===== config.mk =====
export PLATFORM = sky130hd
export DESIGN_NAME = trakball_emu
export DESIGN_NICKNAME = d
export VERILOG_FILES = /design/src/rtl/trakball_pkg.sv /design/src/rtl/trakball_axis.sv /design/src/rtl/trakball_emu.sv
export SDC_FILE = /design/constraint.sdc
export NUM_CORES = 1
export LEC_CHECK = 0
export BUFFER_PORTS_ARGS = -buffer_cell sky130_fd_sc_hd__buf_2
export CORE_MARGIN = 1
export CORE_UTILIZATION = 32
export DETAILED_ROUTE_END_ITERATION = 10
export SETUP_SLACK_MARGIN = 0.3
export SYNTH_ARGS = -nofsm -noshare
export SYNTH_HDL_FRONTEND = slang
export SYNTH_HIERARCHICAL = 1
export SYNTH_SLANG_ARGS = --single-unit

===== constraint.sdc =====
create_clock -name clk_sys -period 6.55 [get_ports clk_sys]
set_clock_uncertainty 0.2 [all_clocks]
set_input_delay 1.31 -clock clk_sys [delete_from_list [all_inputs] [get_ports clk_sys]]
set_output_delay 1.31 -clock clk_sys [all_outputs]
set_load 0.05 [all_outputs]

===== src/rtl/trakball_pkg.sv =====
// rtl/trakball_pkg.sv - shared types, output bit map and saturation helper for the trackball emulator
//
// Purpose: common definitions imported by trakball_axis and trakball_emu.
// Contents:
//   axis_state_t - per-axis opto-encoder pulse FSM states
//   TRAK_*       - bit positions inside trak_o
//   sat_add      - symmetric saturating add for a signed accumulator of width w
package trakball_pkg;

  typedef enum logic [1:0] {
    IDLE  = 2'd0,
    SETUP = 2'd1,
    HIGH  = 2'd2,
    LOW   = 2'd3
  } axis_state_t;

  localparam int TRAK_H_CLK = 0;
  localparam int TRAK_H_DIR = 1;
  localparam int TRAK_V_CLK = 2;
  localparam int TRAK_V_DIR = 3;

  // Clamp to +/-(2^(w-1)-1). The most negative code is never produced, so
  // the accumulator magnitude stays symmetric and negation cannot overflow.
  function automatic int sat_add(input int a, input int b, input int w);
    int lim;
    int s;
    lim = (1 << (w - 1)) - 1;
    s   = a + b;
    if (s > lim) begin
      return lim;
    end
    if (s < -lim) begin
      return -lim;
    end
    return s;
  endfunction

endpackage


===== src/rtl/trakball_axis.sv =====
// rtl/trakball_axis.sv - one trackball axis: accumulator, joystick acceleration and pulse FSM
//
// Purpose: accumulates mouse and joystick motion for one axis and drains it as
// opto-encoder clock/direction pulses, one count per pulse.
// Ports:
//   clk, rst_n   - clock, asynchronous active-low reset
//   tick         - 1-cycle pulse-rate strobe shared by both axes
//   step_pos     - joystick direction that adds (right / down)
//   step_neg     - joystick direction that subtracts (left / up)
//   speed        - joystick step shift 0..3
//   mouse_delta  - signed mouse motion, nonzero only in the packet cycle
//   axis_clk     - registered encoder clock
//   axis_dir     - registered encoder direction (1 = negative)
//   busy         - accumulator nonzero or FSM not idle
module trakball_axis
  import trakball_pkg::*;
#(
  parameter int ACCUM_W  = 10,
  parameter int ACC_MAX  = 7,
  parameter int ACC_HOLD = 16
) (
  input  logic              clk,
  input  logic              rst_n,
  input  logic              tick,
  input  logic              step_pos,
  input  logic              step_neg,
  input  logic [1:0]        speed,
  input  logic signed [9:0] mouse_delta,
  output logic              axis_clk,
  output logic              axis_dir,
  output logic              busy
);

  localparam int ACCEL_W = $clog2(ACC_MAX + 1);
  localparam int HOLD_W  = $clog2(ACC_HOLD);
  localparam int STEP_W  = ACCEL_W + 4;

  logic signed [ACCUM_W-1:0] acc;
  logic signed [ACCUM_W-1:0] acc_next;
  logic [ACCEL_W-1:0]        accel;
  logic [HOLD_W-1:0]         hold;
  axis_state_t               state;
  axis_state_t               state_next;
  logic                      dir_next;
  logic                      clk_next;

  logic                      single;
  logic [STEP_W-1:0]         step_base;
  logic [STEP_W-1:0]         step_mag;
  logic signed [ACCUM_W:0]   joy_mag;
  logic signed [ACCUM_W:0]   joy_term;
  logic signed [ACCUM_W:0]   mouse_term;
  logic signed [ACCUM_W:0]   cons_term;
  logic signed [ACCUM_W:0]   delta;
  logic                      acc_neg;
  logic                      acc_zero;

  assign acc_neg  = acc[ACCUM_W-1];
  assign acc_zero = (acc == '0);
  assign single   = step_pos ^ step_neg;

  assign step_base  = STEP_W'(accel) + STEP_W'(1);
  assign step_mag   = step_base << speed;
  assign joy_mag    = {{(ACCUM_W + 1 - STEP_W){1'b0}}, step_mag};
  assign mouse_term = {{(ACCUM_W + 1 - 10){mouse_delta[9]}}, mouse_delta};

  // All contributions of one cycle are summed before a single saturation so
  // coinciding mouse, joystick and consume terms never lose a count.
  always_comb begin
    joy_term  = '0;
    cons_term = '0;
    if (tick && single) begin
      joy_term = step_pos ? joy_mag : -joy_mag;
    end
    // A pulse drains one count toward zero as it finishes its high phase.
    if (tick && (state == HIGH) && !acc_zero) begin
      cons_term = acc_neg ? '1 : (ACCUM_W + 1)'(1);
    end
    delta    = mouse_term + joy_term - cons_term;
    acc_next = ACCUM_W'(sat_add(int'(acc), int'(delta), ACCUM_W));
  end

  always_comb begin
    state_next = state;
    dir_next   = axis_dir;
    if (tick) begin
      case (state)
        IDLE: begin
          if (!acc_zero) begin
            dir_next   = acc_neg;
            state_next = SETUP;
          end
        end
        SETUP: state_next = HIGH;
        HIGH:  state_next = LOW;
        LOW: begin
          if (acc_zero) begin
            state_next = IDLE;
          end else if (acc_neg == axis_dir) begin
            state_next = HIGH;
          end else begin
            // Reversal goes through SETUP so dir settles before the next clock.
            dir_next   = acc_neg;
            state_next = SETUP;
          end
        end
        default: state_next = IDLE;
      endcase
    end
    clk_next = (state_next == HIGH);
  end

  always_ff @(posedge clk or negedge rst_n) begin
    if (!rst_n) begin
      state    <= IDLE;
      axis_dir <= 1'b0;
      axis_clk <= 1'b0;
      acc      <= '0;
    end else begin
      state    <= state_next;
      axis_dir <= dir_next;
      axis_clk <= clk_next;
      acc      <= acc_next;
    end
  end

  always_ff @(posedge clk or negedge rst_n) begin
    if (!rst_n) begin
      accel <= '0;
      hold  <= '0;
    end else if (tick) begin
      if (!single) begin
        accel <= '0;
        hold  <= '0;
      end else if (hold == HOLD_W'(ACC_HOLD - 1)) begin
        hold <= '0;
        if (accel != ACCEL_W'(ACC_MAX)) begin
          accel <= accel + 1'b1;
        end
      end else begin
        hold <= hold + 1'b1;
      end
    end
  end

  assign busy = !acc_zero || (state != IDLE);

endmodule


===== src/rtl/trakball_emu.sv =====
// rtl/trakball_emu.sv - joystick and PS/2 mouse to Centipede trackball encoder emulation
//
// Purpose: produces the trakball_i opto-encoder signals for the game core.
// Ports:
//   clk_sys    - 12 MHz system clock
//   reset_n    - asynchronous active-low reset
//   joy_up/down/left/right - active-high joystick directions
//   mouse_i    - hps_io ps2_mouse: [4] X sign, [5] Y sign, [15:8] X, [23:16] Y, [24] toggle
//   speed_i    - joystick step shift 0..3
//   trak_o     - [0] h_clk, [1] h_dir, [2] v_clk, [3] v_dir, [7:4] zero
//   busy_o     - either axis still has motion pending
module trakball_emu
  import trakball_pkg::*;
#(
  parameter int PRESCALE = 12000,
  parameter int ACCUM_W  = 10,
  parameter int ACC_MAX  = 7,
  parameter int ACC_HOLD = 16
) (
  input  logic        clk_sys,
  input  logic        reset_n,
  input  logic        joy_up,
  input  logic        joy_down,
  input  logic        joy_left,
  input  logic        joy_right,
  input  logic [24:0] mouse_i,
  input  logic [1:0]  speed_i,
  output logic [7:0]  trak_o,
  output logic        busy_o
);

  localparam int CNT_W = (PRESCALE > 1) ? $clog2(PRESCALE) : 1;

  logic [CNT_W-1:0]  cnt;
  logic              tick;
  logic              toggle_q;
  logic              new_pkt;
  logic [8:0]        y9;
  logic signed [9:0] dx;
  logic signed [9:0] dy;
  logic              h_clk;
  logic              h_dir;
  logic              h_busy;
  logic              v_clk;
  logic              v_dir;
  logic              v_busy;
  logic              unused_bits;

  assign unused_bits = ^{mouse_i[7:6], mouse_i[3:0]};

  assign tick = (cnt == CNT_W'(PRESCALE - 1));

  always_ff @(posedge clk_sys or negedge reset_n) begin
    if (!reset_n) begin
      cnt      <= '0;
      toggle_q <= 1'b0;
    end else begin
      cnt      <= tick ? '0 : cnt + 1'b1;
      toggle_q <= mouse_i[24];
    end
  end

  // Comparing against the previous cycle's toggle catches every flip, even
  // flips on consecutive cycles, and the delta is applied in that same cycle.
  assign new_pkt = (mouse_i[24] != toggle_q);
  assign y9      = {mouse_i[5], mouse_i[23:16]};
  // Y is negated so that mouse-up moves the cabinet trackball up; ten bits
  // are needed because -(-256) does not fit in nine.
  assign dx = new_pkt ? {mouse_i[4], mouse_i[4], mouse_i[15:8]} : '0;
  assign dy = new_pkt ? -{y9[8], y9} : '0;

  trakball_axis #(
    .ACCUM_W (ACCUM_W),
    .ACC_MAX (ACC_MAX),
    .ACC_HOLD(ACC_HOLD)
  ) u_h (
    .clk        (clk_sys),
    .rst_n      (reset_n),
    .tick       (tick),
    .step_pos   (joy_right),
    .step_neg   (joy_left),
    .speed      (speed_i),
    .mouse_delta(dx),
    .axis_clk   (h_clk),
    .axis_dir   (h_dir),
    .busy       (h_busy)
  );

  trakball_axis #(
    .ACCUM_W (ACCUM_W),
    .ACC_MAX (ACC_MAX),
    .ACC_HOLD(ACC_HOLD)
  ) u_v (
    .clk        (clk_sys),
    .rst_n      (reset_n),
    .tick       (tick),
    .step_pos   (joy_down),
    .step_neg   (joy_up),
    .speed      (speed_i),
    .mouse_delta(dy),
    .axis_clk   (v_clk),
    .axis_dir   (v_dir),
    .busy       (v_busy)
  );

  always_comb begin
    trak_o             = '0;
    trak_o[TRAK_H_CLK] = h_clk;
    trak_o[TRAK_H_DIR] = h_dir;
    trak_o[TRAK_V_CLK] = v_clk;
    trak_o[TRAK_V_DIR] = v_dir;
  end

  assign busy_o = h_busy | v_busy;

endmodule


; Word-level counts from Yosys, hierarchy flattened
; Index checks and enable logic that the tools add are counted.
[totals]
ff_bits = 57
inputBits = 33
output_inout_bits = 9
wordCells = 140
[classes]
addsub = 16
order_cmp = 4
n_eq_ne = 26
shift = 2
n_mux = 53
n_bitwise = 3
n_reduce_logical = 22
[ops]
columns = cell, count
row1 = 2-to-1 mux 11 bit, 8
row2 = 2-to-1 mux 10 bit, 8
row3 = adder 10 x 11 -> 12 bit, 2
row4 = > comparator 12 x 10 -> 1 bit (second input constant), 2
row5 = < comparator 12 x 10 -> 1 bit (second input constant), 2
row6 = adder 10 x 11 -> 11 bit, 2
row7 = negator 7 -> 11 bit, 2
row8 = subtractor 11 bit, 2
row9 = zero test 10 bit, 2
row10 = inequality test 2 bit (second input constant), 10
row11 = 2-to-1 mux 3 bit, 6
row12 = 2-to-1 mux 9 bit, 2
row13 = 2-to-1 mux 2 bit, 8
row14 = 2-to-1 mux 4 bit, 4
row15 = one-hot mux 2 bit (4 select lines), 2
row16 = adder 14 x 1 -> 14 bit (second input constant), 1
row17 = == test 14 bit (second input constant), 1
row18 = 2-to-1 mux 14 bit, 1
row19 = << shifter 7 x 2 -> 7 bit, 2
row20 = == test 2 bit (second input constant), 6
row21 = 2-to-1 mux 1 bit, 12
row22 = negator 10 bit, 1
row23 = AND reduction 5 bit, 2
row24 = adder 3 x 1 -> 4 bit (second input constant), 2
row25 = other kinds (16), 36

; Logic depth before layout (Yosys ltp)
; Gate-level depths: netlist (run 1).
[depth]
word_depth = 13
ltp_mapped = 27
ltp_nobuf = 25

; By module
; Netlist (run 1), hierarchy kept.
[by_module_without_submodules]
columns = module, instances, cells_each, area_per_inst_um2, seq_area_each_um2
row1 = trakball_axis at u_v, 1, 326, 2636.3, 525.5
row2 = trakball_axis at u_h, 1, 311, 2581.2, 525.5
row3 = trakball_emu, 1, 116, 1054.8, 375.4

; Worst setup path before layout (run 1)
; Ideal clock, no wire load.
[synth_path]
kind = input -> register
from = in speed_i[1]
to = reg u_v.acc[3]
setup_time_ns = 0.139
arrival_ns = 6.207
t_required_ns = 6.211
slack_ns = 0.004
stages = 22
n_path_buf = 2
path_cell_list = clkbuf_1 > or3_1 > ha_1 > inv_1 > mux2_2 > nor2_1 > fa_1 > ha_1 > a21o_1 > a21oi_1 > o21ai_1 > o41ai_1 > or4b_1 > o211ai_1 > ha_1 > and4_1 > a31oi_1 > nand3b_1 > or3_1 > clkbuf_1 > o21ai_0 > a21oi_1
[synth_between]
elab_chain_cells = 12
elab_cells_between_ends = 16
cone_classes = 4 x add/sub / 2 x order compare / 1 x shift / 9 x mux
[synth_rtl]
columns = item, line_no
row1 = "start, declared", trakball_emu.sv:27  ; input logic [1:0] speed_i,
row2 = << shifter 7 x 2 -> 7 bit (*), trakball_axis.sv:63  ; assign step_mag = step_base << speed;
row3 = negator 7 -> 11 bit, trakball_axis.sv:73  ; joy_term = step_pos ? joy_mag : -joy_mag;
row4 = 2-to-1 mux 11 bit (*), trakball_axis.sv:73
row5 = 2-to-1 mux 11 bit (*), trakball_axis.sv:72  ; if (tick && single) begin
row6 = adder 10 x 11 -> 11 bit (*), trakball_axis.sv:79  ; delta = mouse_term + joy_term - cons_term;
row7 = subtractor 11 bit (*), trakball_axis.sv:79
row8 = adder 10 x 11 -> 12 bit (*), trakball_pkg.sv:28  ; s = a + b;
row9 = > comparator 12 x 10 -> 1 bit / < comparator 12 x 10 -> 1 bit (equally long branches), "trakball_pkg.sv:29, trakball_pkg.sv:32"
row10 = 2-to-1 mux 9 bit / 2-to-1 mux 1 bit (equally long branches), "trakball_pkg.sv:29, trakball_pkg.sv:32"
row11 = 2-to-1 mux 10 bit / 2-to-1 mux 1 bit (equally long branches), trakball_pkg.sv:32  ; if (s < -lim) begin
row12 = 2-to-1 mux 10 bit, trakball_pkg.sv:35  ; return s;
row13 = 2-to-1 mux 10 bit (*), trakball_pkg.sv:32
row14 = via u_v.acc_next[3], trakball_axis.sv:39  ; logic signed [ACCUM_W-1:0] acc_next;
row15 = "end signal, assigned", trakball_axis.sv:123  ; acc <= acc_next;
row16 = "end, declared", trakball_axis.sv:38  ; logic signed [ACCUM_W-1:0] acc;
; Mark *: on every way through the listed nets, which the timed path passes. The rest lies on a longest branch. The select of a mux whose other input is x is not followed.
; A chain may end at the register's enable or synchronous reset.

; Worst setup path after layout (run 1)
[layout_path]
from = in speed_i[0]
to = reg u_v.acc[4]
; Same word-level chain as after synthesis.

==> results.sh, run 1 <==
export IMPL_outcome="completed"
export IMPL_ys_types=79
export IMPL_drc_errors=0
export IMPL_r2r_start="cnt[0]"
export IMPL_reg2reg_depth=26
export IMPL_synth_edff_count=0
export IMPL_slowest_delay_ps=460
export IMPL_stdcell_count=1090
export IMPL_dr_pass1_iters=4
export IMPL_area_growth_pct=20.03
export IMPL_critPathMaxFanout=8
export IMPL_hpwl_um=10680
export IMPL_hold_class="reg2reg"
export IMPL_drt_iter0_markers=261
export IMPL_startpoint="speed_i[0]"
export IMPL_cp_arrival_ps=6060
export IMPL_endpoint_kind="flop"
export IMPL_seqPwrFrac_pct=15.5
export IMPL_initial_core_util_pct=33.09
export IMPL_grt_pass1_vias=4727
export IMPL_rrSetupSlack_ps=640
export IMPL_ir_drop_v=0.0002019
export IMPL_layout_drive_gt1_share_pct=19.76
export IMPL_ys_async_sr_fraction_pct=100.0
export IMPL_cts_made_buffers=9
export IMPL_dominantRegCellSynth="dfrtp_1"
export IMPL_cp_depth=22
export IMPL_drv_slew=0
export IMPL_power_density_mw_per_mm2=409.8
export IMPL_worst_pin_slew_ps=733.8
export IMPL_slew_headroom_pct=51.08
export IMPL_swShare_pct=45.21
export IMPL_layout_commonest_cell="nor2_1"
export IMPL_grt_first_pass_wirelength_um=22650
export IMPL_ys_warn_count=6
export IMPL_antenna_cells=0
export IMPL_p_int_uw=1690
export IMPL_cp_cell_sequence="buf_6 > or3_4 > ha_1 > inv_1 > mux2_4 > nor2_4 > fa_2 > fa_2 > a21o_1 > a211oi_2 > nor2_2 > o41ai_4 > buf_4 > xnor2_1 > ha_1 > o21a_1 > a211oi_1 > and3_1 > or3_4 > buf_4 > o21ai_1 > o21ai_1"
export IMPL_hold_buffers=0
export IMPL_dp_slack_ps=-44.51
export IMPL_yosysSeqAreaShare_pct=22.74
export IMPL_wl_per_cell_um=12.73
export IMPL_worstPathRequired_ps=6550
export IMPL_rsz0062_at_grt="false"
export IMPL_die_height_um=142
export IMPL_final_cell_mix="nor2_1, inv_1, dfrtp_1"
export IMPL_nNetsFinal=937
export IMPL_port_buffers=31
export IMPL_pwr_share_comb_pct=68.6
export IMPL_clockBufferDepth=2
export IMPL_period_share_pct=92.43
export IMPL_crit_slowest_cell="fa_2"
export IMPL_placed_cells=1062
export IMPL_dieArea_mm2=0.02016
export IMPL_antenna_found_initial=0
export IMPL_fin_util_pct=39.72
export IMPL_overflow=0
export IMPL_viasPerCell=4.806
export IMPL_period_minus_slack_ps=6054
export IMPL_cp_start_kind="input port"
export IMPL_critPathCapture="u_v/acc[4]"
export IMPL_min_from="u_h/hold[3]"
export IMPL_clk_insertion_delay_late_ps=330
export IMPL_num_vias=5238
export IMPL_fin_setup_tns_ps=0
export IMPL_synth_area_mm2=0.006272
export IMPL_finalHoldViolations=0
export IMPL_clock_fmax_mhz=165.2
export IMPL_cts_tree="done"
export IMPL_crit_buf_inv=4
export IMPL_holdWs_ps=284.3
export IMPL_place_gp_congestion=0.8156
export IMPL_cap_violations=0
export IMPL_path_clk_slew_ps=50
export IMPL_ant_nets=0
export IMPL_wl_um=13880
export IMPL_synth_avg_cell_area_um2=8.330
export IMPL_p_sw_uw=1395
export IMPL_clkPwrFrac_pct=15.9
export IMPL_die_x_um=142
export IMPL_htree_levels=3
export IMPL_grtUsageTotal_pct=13.76
export IMPL_p_leak_uw=0.003286
export IMPL_crit_type="in2reg"
export IMPL_grt_max_degree=58
export IMPL_cts_sinks=57
export IMPL_setup_viol=0
export IMPL_syn_inst=753
export IMPL_design_core_area_mm2=0.01896
export IMPL_ios=42
export IMPL_root_buffer="clkbuf_16"
export IMPL_path_delay_family="adder cells"
export IMPL_setup_ws_ps=495.9
export IMPL_rows=50
export IMPL_regToRegEndpoint="u_h/acc[0]"
export IMPL_synth_ff_latch_count=57
==> worst min path at each step <==
stage             endpoint  cells past startpoint
3_3_place_gp   u_h/hold[3]                      1
5_1_grt        u_v/hold[3]                      1
3_5_place_dp   u_h/hold[3]                      1
4_1_cts        u_h/hold[3]                      1
2_1_floorplan  u_h/hold[3]                      1
6_report       u_h/hold[3]                      1
==> Yosys cell counts, drive strengths merged (22+ instances only) <==
master   n  area (um^2)
a21oi   51        255.2
dfrtp   57         1426
fa      22        440.4
ha      57        713.2
inv     66        247.7
nand2   51        191.4
nand3   24        132.6
nor2    76        287.8
nor3    22        125.1
o21ai   53        269.0
xnor2   41        359.1
xor2    27        244.0
==> through the flow <==
| step | total power [uW] | instance area [um^2] |
|---|---|---|
| final | 3085 | 7528 |
| after global routing | 3355 | 7528 |
| after CTS | 2948 | 7261 |
| after detailed placement | 2437 | 6942 |
| after global placement | 2414 | 6942 |
| after floorplan | 1989 | 6331 |
==> power by group through the flow <==
| stage | sequential [uW] | combinational, uW | clock, uW |
|---|---|---|---|
| after floorplan | 465 | 1520 | 0 |
| final | 478 | 2110 | 492 |
| after global routing | 484 | 2350 | 522 |
| after detailed placement | 484 | 1950 | 0 |
| after global placement | 484 | 1930 | 0 |
| after CTS | 479 | 1970 | 503 |
==> worst reg2reg max path, cell delays in order, from the launching register on <==
cell	delay, ps
dfrtp_1	440
ha_1	260
nand3_1	140
nor3_2	180
and4b_2	350
buf_4	200
inv_1	90
or3_1	390
ha_1	290
inv_1	40
ha_1	200
fa_2	350
a21oi_1	170
nor2_1	60
nor2_1	130
o21ai_1	130
o41ai_2	350
buf_4	160
xnor2_1	110
ha_1	270
a21o_1	200
a21o_1	160
a221oi_2	260
xnor2_1	190
buf_4	210
and4_1	190
o21ai_1	60
==> cell families (layout without fill, tap and decap cells) <==
logic type / after synthesis / in the layout / synth area share, %
muxes: 8 / 8 / 1.396
and+or+nand+nor: 268 / 268 / 22.42
DFF: 57 / 57 / 22.74
other: 1 / 4 / 0.05979
buffers and inverters: 91 / 165 / 6.264
AOI/OAI and AO/OA: 181 / 181 / 19.11
adders and majority gates: 79 / 79 / 18.39
xor gates and xnor gates: 68 / 68 / 9.615
==> flip-flops by register name (all words and copies together), names as in the netlist <==
register      cells
toggle_q          1
u_v/state         2
cnt              14
u_v/axis_dir      1
u_v/hold          4
u_h/hold          4
u_v/accel         3
u_v/axis_clk      1
u_h/state         2
u_h/axis_dir      1
u_h/acc          10
u_h/accel         3
u_v/acc          10
u_h/axis_clk      1
==> metal layers <==
layer | wire (um) | track usage (%) | vias up | part of all wire, %
li1 | - | - | 2781 | -
met1 | 7367 | 20.31 | 2404 | 53
met2 | 6227 | 21.10 | 47 | 45
met3 | 247 | 2.389 | 6 | 1.8
met4 | 34 | 2.207 | 0 | 0.25
met5 | 0 | 0 | - | 0
==> layout make-up <==
type,instances,area [um^2]
Sequential cell,57,1426
Timing Repair Buffer,82,543.0
Clock inverter,6,82.58
Tap cell,260,325.3
Clock buffer,10,229.0
Inverter,67,255.2
Multi-Input combinational cell,608,4667
Fill cell,1911,11430
==> timing repair <==
item / 4_1_cts / 5_1_grt
resized for setup: 1 / 46
pin swaps: 0 / 35
gates cloned: 0 / 2
buffers inserted: 0 / 10
setup endpoints to repair: 2 / 18
(Power assumes the default switching activity.)
==> run 2, diff against run 1 <==
- ABC_AREA: default -> 1
- CTS_CLUSTER_DIAMETER: default -> 200
==> results.sh, run 2 <==
export IMPL_htree_levels=3
export IMPL_outcome="completed"
export IMPL_rsz0062_at_grt="false"
export IMPL_nNetsFinal=1138
export IMPL_ys_warn_count=6
export IMPL_critPathMaxFanout=9
export IMPL_design_core_area_mm2=0.01965
export IMPL_antenna_found_initial=0
export IMPL_finalHoldViolations=0
export IMPL_dominantRegCellSynth="dfrtp_1"
export IMPL_place_gp_congestion=0.8634
export IMPL_dr_pass1_iters=5
export IMPL_crit_type="in2reg"
export IMPL_syn_inst=981
export IMPL_ant_nets=0
export IMPL_seqPwrFrac_pct=17.6
export IMPL_worst_pin_slew_ps=646.4
export IMPL_yosys_area_top_type="dfrtp_1"
export IMPL_cts_made_buffers=9
export IMPL_grtUsageTotal_pct=14.91
export IMPL_hpwl_um=12080
export IMPL_synth_avg_cell_area_um2=6.614
export IMPL_cp_arrival_ps=5710
export IMPL_cts_sinks=57
export IMPL_rrSetupSlack_ps=900
export IMPL_ys_async_sr_fraction_pct=100.0
export IMPL_root_buffer="clkbuf_16"
export IMPL_p_int_uw=1465
export IMPL_area_growth_pct=14.60
export IMPL_holdWs_ps=307.4
export IMPL_period_share_pct=87.01
export IMPL_largest_register_ffs=14
export IMPL_yosysMostFrequentCell="nand2_1"
export IMPL_slew_headroom_pct=56.91
export IMPL_drt_iter0_markers=252
export IMPL_reg_largest_list="cnt (14), u_h/acc (10), u_v/acc (10)"
export IMPL_viasPerCell=4.532
export IMPL_synth_ff_latch_count=57
export IMPL_setup_viol=0
export IMPL_slowest_delay_ps=490
export IMPL_clk_insertion_delay_late_ps=330
export IMPL_p_leak_uw=0.004023
export IMPL_clock_fmax_mhz=175.5
export IMPL_port_buffers=31
export IMPL_cts_tree="done"
export IMPL_ios=42
export IMPL_ir_drop_v=0.0001884
export IMPL_overflow=0
export IMPL_pwr_share_comb_pct=62.2
export IMPL_die_height_um=144.4
export IMPL_yosysSeqAreaShare_pct=21.98
export IMPL_worstPathRequired_ps=6560
export IMPL_period_minus_slack_ps=5699
export IMPL_dieArea_mm2=0.02085
export IMPL_synthTopCellsByArea="dfrtp_1, nand2_1, inv_1"
export IMPL_initial_core_util_pct=33.02
export IMPL_regMostFlops="cnt"
export IMPL_hold_buffers=0
export IMPL_die_x_um=144.4
export IMPL_wl_per_cell_um=11.21
export IMPL_synth_area_mm2=0.006489
export IMPL_num_vias=5874
export IMPL_wl_um=14530
export IMPL_p_sw_uw=1351
export IMPL_ys_types=43
export IMPL_layout_drive_gt1_share_pct=10.28
export IMPL_grt_pass1_vias=5477
export IMPL_crit_slowest_cell="fa_1"
export IMPL_power_density_mw_per_mm2=378.8
export IMPL_cp_start_kind="input port"
export IMPL_synth_edff_count=0
export IMPL_grt_first_pass_wirelength_um=24780
export IMPL_swShare_pct=47.98
export IMPL_path_clk_slew_ps=50
export IMPL_final_cell_mix="nand2_1, inv_1, nor2_1"
export IMPL_layout_commonest_cell="nand2_1"
export IMPL_yosys_area_top_type_share_pct=21.98
export IMPL_clockBufferDepth=2
export IMPL_clkPwrFrac_pct=20.1
export IMPL_antenna_cells=0
export IMPL_rows=51
export IMPL_drc_errors=0
export IMPL_fin_setup_tns_ps=0
export IMPL_grt_max_degree=51
export IMPL_cap_violations=0
export IMPL_endpoint_kind="flop"
export IMPL_ys_top_cells_by_count="nand2_1, inv_1, nor2_1"
export IMPL_hold_class="reg2reg"
export IMPL_drv_slew=0
==> run 2: cell type report <==
cell class | instances | area, um^2
Fill cell | 2136 | 12220
Multi-Input combinational cell | 716 | 4323
Sequential cell | 57 | 1426
Inverter | 201 | 760.7
Tap cell | 265 | 331.6
Clock buffer | 12 | 266.5
Timing Repair Buffer | 41 | 230.2
Clock inverter | 4 | 97.59
==> run 2: per-stage QoR <==
step / utilization, % / area [um^2] / instances / setup WS [ps] / power [uW]
CTS: 37.30 / 7331 / 1293 / 363.7 / 2787
global route: 37.83 / 7436 / 1296 / 279.0 / 3128
floorplan: - / 6500 / 984 / 695.9 / 1851
detailed placement: 35.45 / 6967 / 1277 / 400.4 / 2196
global placement: 35.45 / 6967 / 1277 / 399.0 / 2177
finish: 37.83 / 7436 / 1296 / 850.7 / 2816
==> run 2: power by group through the flow <==
stage / combinational [uW] / clock (uW) / sequential (uW)
4_1_cts: 1710 / 586 / 496
6_report: 1750 / 567 / 497
3_5_place_dp: 1690 / 0 / 502
3_3_place_gp: 1670 / 0 / 502
2_1_floorplan: 1370 / 0 / 478
5_1_grt: 2020 / 601 / 504
==> run 2: worst max-delay path: cells and delay by family <==
kind	cells	cell delay, ps
AO/OA/AOI/OAI	6	860
adder cells (fa/ha/maj)	4	1370
XOR/XNOR	2	270
buffers and inverters	9	770
AND/OR/NAND/NOR	13	1090
==> run 2: layer usage <==
metal / global-route usage, % / vias up / part of all wire (%)
met4: 3.324 / 0 / 1.1
met1: 20.18 / 2651 / 51
met5: 0 / - / 0
met3: 3.179 / 9 / 2.5
li1: - / 3151 / -
met2: 24.16 / 63 / 45
==> run 2: what timing repair did <==
action                                  in CTS  in global routing
setup buffers                                0                  3
gates resized for setup                      0                 20
endpoints found under the setup margin       0                 20
==> run 2: kinds of logic (layout without fill, tap and decap cells) <==
family | Yosys count | count (layout) | synth area share (%)
and+or+nand+nor | 487 | 487 | 32.63
muxes | 1 | 1 | 0.1735
AOI/OAI and AO/OA | 102 | 102 | 8.716
other | 1 | 4 | 0.05779
buffers and inverters | 211 | 258 | 12.75
xor gates and xnor gates | 43 | 43 | 5.920
adders and majority gates | 79 | 79 | 17.78
DFF | 57 | 57 | 21.98
==> run 2: final timing paths <==
kind	startpoint	to	cells after the start
max	speed_i[0]	u_v/acc[0]	34
min	cnt[0]	cnt[0]	1
max reg2reg	cnt[0]	u_h/acc[0]	33
min reg2reg	cnt[0]	cnt[0]	1
max in group asynchronous	reset_n	u_h/acc[7]	2
min in group asynchronous	reset_n	u_v/accel[1]	1
